### config.mk
export PLATFORM = sky130hd
export DESIGN_NAME = pc_sequencer
export DESIGN_NICKNAME = d
export VERILOG_FILES = /design/src/rtl/pc_sequencer.sv
export SDC_FILE = /design/constraint.sdc
export NUM_CORES = 1
export LEC_CHECK = 0
export CORE_ASPECT_RATIO = 0.7
export CORE_MARGIN = 1
export CORE_UTILIZATION = 53
export DETAILED_ROUTE_END_ITERATION = 12
export GPL_TIMING_DRIVEN = 0
export PLACE_DENSITY = 0.93
export SLEW_MARGIN = 0
export SYNTH_ARGS = -nofsm -noshare
export SYNTH_HDL_FRONTEND = slang
export SYNTH_SLANG_ARGS = --single-unit
export TNS_END_PERCENT = 5
### constraint.sdc
create_clock -name clk -period 4.5 [get_ports clk]
set_clock_uncertainty 0.1 [all_clocks]
set_input_delay 1.35 -clock clk [delete_from_list [all_inputs] [get_ports clk]]
set_output_delay 1.35 -clock clk [all_outputs]
set_load 0.005 [all_outputs]
### src/rtl/pc_sequencer.sv
// Program-counter / fetch-address generator for the 6502-style core.
// Latency: vector load 2 cycles; branch 1 cycle, 2 on a page cross with PAGE_CROSS_PENALTY_EN.
// Backpressure: none; FIX stalls fetch and ignores requests, so vec_req must be held until RUN.
//
// Optional feature macro: PAGE_CROSS_PENALTY_EN
//   defined   - page-crossing branches take a second fix-up cycle (FIX, stall = 1)
//   undefined - page-crossing branches complete in one cycle, stall tied low

module pc_sequencer #(
    parameter logic [15:0] RESET_VEC = 16'hFFFC,
    parameter logic [15:0] NMI_VEC   = 16'hFFFA,
    parameter logic [15:0] IRQ_VEC   = 16'hFFFE
) (
    input  logic        clk,
    input  logic        rst,
    input  logic        branch,
    input  logic        pc_inc,
    input  logic        vec_req,
    input  logic [1:0]  vec_sel,
    input  logic [7:0]  data_bus,
    output logic [15:0] addr_bus,
    output logic [15:0] pc,
    output logic        pc_valid,
    output logic        vec_lo,
    output logic        stall
);

    typedef enum logic [1:0] {
        ST_VEC_LO = 2'd0,
        ST_VEC_HI = 2'd1,
        ST_RUN    = 2'd2,
        ST_FIX    = 2'd3
    } state_t;

    state_t      state_q, state_d;
    logic [15:0] pc_q, pc_d;
    logic [15:0] vec_base_q, vec_base_d;
`ifdef PAGE_CROSS_PENALTY_EN
    logic [7:0]  tgt_hi_q, tgt_hi_d;
`endif

    // Branch target: offset is relative to the already-advanced PC, modulo 2^16.
    logic [15:0] offset_sx;
    logic [15:0] target;
    logic        page_cross;
    logic [15:0] sel_vec;

    // Sign-extend the branch offset and compute the target and page-cross flag.
    always_comb begin
        offset_sx  = {{8{data_bus[7]}}, data_bus};
        target     = pc_q + offset_sx;
        page_cross = (target[15:8] != pc_q[15:8]);
    end

    // Map the vector select onto a vector low-byte address; 3 aliases reset.
    always_comb begin
        sel_vec = RESET_VEC;
        case (vec_sel)
            2'd1:    sel_vec = NMI_VEC;
            2'd2:    sel_vec = IRQ_VEC;
            default: sel_vec = RESET_VEC;
        endcase
    end

    // Next-state logic: vector sequencing, then RUN priority vec_req > branch > pc_inc.
    always_comb begin
        state_d    = state_q;
        pc_d       = pc_q;
        vec_base_d = vec_base_q;
`ifdef PAGE_CROSS_PENALTY_EN
        tgt_hi_d   = tgt_hi_q;
`endif
        case (state_q)
            ST_VEC_LO: begin
                pc_d[7:0] = data_bus;
                state_d   = ST_VEC_HI;
            end
            ST_VEC_HI: begin
                pc_d[15:8] = data_bus;
                state_d    = ST_RUN;
            end
            ST_RUN: begin
                if (vec_req) begin
                    // PC is held so the interrupted address stays visible during entry.
                    vec_base_d = sel_vec;
                    state_d    = ST_VEC_LO;
                end else if (branch) begin
                    if (!page_cross) begin
                        pc_d = target;
                    end else begin
`ifdef PAGE_CROSS_PENALTY_EN
                        // Low byte first with the stale high byte, like the real part.
                        pc_d     = {pc_q[15:8], target[7:0]};
                        tgt_hi_d = target[15:8];
                        state_d  = ST_FIX;
`else
                        pc_d = target;
`endif
                    end
                end else if (pc_inc) begin
                    pc_d = pc_q + 16'd1;
                end
            end
            ST_FIX: begin
`ifdef PAGE_CROSS_PENALTY_EN
                pc_d[15:8] = tgt_hi_q;
`endif
                // Unreachable without the penalty; falls back to RUN if ever entered.
                state_d = ST_RUN;
            end
            default: begin
                state_d = ST_VEC_LO;
            end
        endcase
    end

    // State registers; reset restarts the reset-vector fetch from scratch.
    always_ff @(posedge clk or posedge rst) begin
        if (rst) begin
            state_q    <= ST_VEC_LO;
            pc_q       <= 16'h0000;
            vec_base_q <= RESET_VEC;
`ifdef PAGE_CROSS_PENALTY_EN
            tgt_hi_q   <= 8'h00;
`endif
        end else begin
            state_q    <= state_d;
            pc_q       <= pc_d;
            vec_base_q <= vec_base_d;
`ifdef PAGE_CROSS_PENALTY_EN
            tgt_hi_q   <= tgt_hi_d;
`endif
        end
    end

    // Fetch address and status decode, all derived from registered state.
    always_comb begin
        addr_bus = pc_q;
        case (state_q)
            ST_VEC_LO: addr_bus = vec_base_q;
            ST_VEC_HI: addr_bus = vec_base_q + 16'd1;
            default:   addr_bus = pc_q;
        endcase
        pc       = pc_q;
        vec_lo   = (state_q == ST_VEC_LO);
        pc_valid = (state_q == ST_RUN) || (state_q == ST_FIX);
`ifdef PAGE_CROSS_PENALTY_EN
        stall    = (state_q == ST_FIX);
`else
        stall    = 1'b0;
`endif
    end

endmodule
==> out/metrics.csv <==
stage,metric,value,unit
finish,Nets,318,
yosys,Post-synth EDFFs,0,
finish,share of cells above drive strength 1,0.0785,
floorplanning,initial core utilization,0.572,
drt,final WL,5.56,mm
floorplanning,core area,3230,sq um
floorplanning,Cell Rows,17,
drt,Iter 0 DRT Violations,172,
setup_path,Critical Path AT,4.39,ns
cts,CTS tree,built,
drt,Initial DRT Pass Iterations,5,
setup_path,Crit. End Element,flip-flop,
setup_path,Max stage delay on crit path,0.58,ns
yosys,commonest cells in the netlist,"29 x nand2_1, 23 x nor2_1, 19 x dfrtp_1, 18 x a21oi_1, 11 x inv_1",
yosys,post-synth top area cell,dfrtp_1,
power_and_ir_drop,maximum VDD drop,0.000372,V
yosys,average cell area after synthesis,7.68,sq um
placement,port bufs,48,
yosys,Netlist cell types,51,
setup_path,crit path buf inv count,2,
global_routing,largest net degree at the start of global routing,21,
cts,total CTS buffers,3,
cts,post-CTS setup buffers,0,
drt,Post-route DRC,0,
global_routing,vias in the first global route,1770,
global_routing,global-route wire length before repair,8.60,mm
placement,Routability Congestion,0.982,
timing,Setup-failing EPs final,0,
yosys,Synth area leaders,"dfrtp_1 26%, nand2_1 5.9%, ha_1 5.4%",
yosys,Syn Nets,265,
global_routing,GRT Resource Usage Total,0.309,
global_routing,GRT overflow,0,
yosys,Synth Flop Type,dfrtp_1,
timing,Tightest Pin Transition,0.802,ns
cts,worst skew pair latency,0.27,ns
drt,antenna-violating nets left,0,
timing,FMAX,231,MHz
yosys,most frequent cell after synthesis,nand2_1,
finish,Syn-to-layout area delta,33.4,%
placement,Place WS,-0.357,ns
global_routing,antenna violations before repair,0,
setup_path,CP cell instances,"clkdlybuf4s50_1, buf_4, nand2b_1, ha_1, fa_1, a211oi_2, o21bai_1, a21oi_2, o221ai_2, or3_1, a22oi_1, o21ai_1",
yosys,YS warnings,0,
cts,post-CTS sizing,1,
run,max-cap viol count,0,
placement,Placed Area,2390,sq um
power_and_ir_drop,Leak,0.00104,uW
floorplanning,Die X,72.6,microns
timing,max-slew violations,0,
cts,Post-CTS Hold Fix Bufs,0,
floorplanning,Die Ht,51.4,microns
setup_path,crit path kind,primary input to flip-flop,
drt,WL/cell,16.4,microns
timing,RSZ-0062 raised after global routing,false,
finish,Antenna diodes,0,
timing,Rel. slew slack,0.465,
setup_path,CP top delay family,compound AO/OA/AOI/OAI gates,
placement,Post-DP HPWL,4.00,mm
timing,crit share post-route,0.961,
timing,Fin. Hold Viols,0,
yosys,number of synthesized register bits,20,
cts,Clock Path Buffers,2,
setup_path,kind of start point of the critical path,primary input,
yosys,Synth async-reset ratio,1.00,
setup_path,worst path required time,4.56,ns
setup_path,CP max-delay cell,clkdlybuf4s50_1,
timing,clock period minus final worst setup slack,4.32,ns
finish,Finished Cell Area,2470,sq um
worst_hold_path,Hold Path Class,flip-flop to flip-flop,
floorplanning,Die Footprint,3740,sq um
cts,Worst-path clk slew,0.09,ns
run_status,status,finished clean,
yosys,post-synth top area share,0.257,
timing,WHS,0.386,ns
cts,clk sink count,20,
yosys,sequential area share after synthesis,0.271,
yosys,Mapped Area,1850,sq um
cts,Root Buffer,clkbuf_8,
floorplanning,IO Count,50,
yosys,cells after synthesis,241,
timing,final worst slack,0.175,ns
finish,Fillers,243,
cts,htree depth,1,
power_and_ir_drop,Power per Cell Area,750,nW/um^2
drt,Via-to-Cell Ratio,6.03,
drt,Vias,2050,
setup_path,CP Max Fanout,10,
==> placed cells by master (no fill, tap or decap), drive strengths merged, types with 7 or more instances in the layout <==
master and count:
clkdlybuf4s50 48, nand2 30, nor2 23, dfrtp 19, a21oi 18, o21ai 13, clkbuf 12, inv 11
nand2b 10, mux2i 8, ha 8, nand3 7, and2 7, buf 7
==> kinds of logic after synthesis <==
kind of cell	Yosys count	synth area share
AND/OR/NAND/NOR	96	0.249
AO/OA/AOI/OAI	69	0.252
buffers and inverters	27	0.0602
flip-flops	20	0.271
multiplexers	12	0.0676
adder cells (fa/ha/maj)	9	0.0649
XOR/XNOR	7	0.0331
other	1	0.00203
==> area by class of cell <==
cell class / instances / area, sq um / share of cell area
multi-input cells: 194 / 1240 / 0.503
flip-flops and latches: 20 / 502 / 0.203
repair buffers: 48 / 480 / 0.195
plain buffers: 16 / 73.8 / 0.0299
well taps: 47 / 58.8 / 0.0238
clock buffers: 3 / 41.3 / 0.0167
inverters: 11 / 41.3 / 0.0167
clock inverters: 1 / 30.0 / 0.0122
==> stage by stage <==
stage / utilization / instances / TNS (ns) / power (uW)
final: 0.764 / 340 / 0 / 1850
after global routing: 0.764 / 340 / 0 / 1990
after CTS: 0.762 / 340 / 0 / 1830
after detailed placement: 0.739 / 336 / -0.900 / 1620
after global placement: 0.739 / 336 / -0.664 / 1590
after floorplan: - / 241 / 0 / 1100
==> worst register-to-register path, stage by stage (launching register included) <==
cell and delay [ns]:
dfrtp_1 0.42, ha_1 0.25, fa_1 0.45, a211oi_2 0.26
o21bai_1 0.15, a21oi_2 0.22, o221ai_2 0.23, or3_1 0.42
a22oi_1 0.14, o21ai_1 0.07
==> per-layer routing <==
layer	part of all wire	routed length, microns	GRT usage	up-vias
li1	-	-	-	960
met1	0.44	2470	0.447	938
met2	0.42	2340	0.469	139
met3	0.11	633	0.0631	13
met4	0.021	119	0.0817	0
met5	0	0	0	-
==> report_power, final <==
part           switching, uW  total (uW)  internal [uW]  leakage (uW)
sequential               107         382            276      0.000232
combinational            645        1280            632      0.000770
clock                   72.9         192            119     0.0000357
total                    825        1850           1030       0.00104
==> registers in the layout (all words and copies together), names as in the netlist <==
name / flops
vec_base_q: 2
pc: 16
state_q: 2
==> worst paths after layout <==
check / from / endpoint / cells past startpoint / slack [ns]
max: branch / pc[12]$_DFFE_PP0P_ / 12 / 0.18
min: vec_base_q[2]$_DFFE_PP1P_ / vec_base_q[2]$_DFFE_PP1P_ / 2 / 0.39
max reg2reg: pc[0]$_DFFE_PP0P_ / pc[12]$_DFFE_PP0P_ / 9 / 1.68
min reg2reg: vec_base_q[2]$_DFFE_PP1P_ / vec_base_q[2]$_DFFE_PP1P_ / 2 / 0.39
max in group asynchronous: rst / pc[9]$_DFFE_PP0P_ / 2 / 2.38
min in group asynchronous: rst / pc[14]$_DFFE_PP0P_ / 2 / 1.43
No activity file was read; power rests on OpenSTA's default activity.
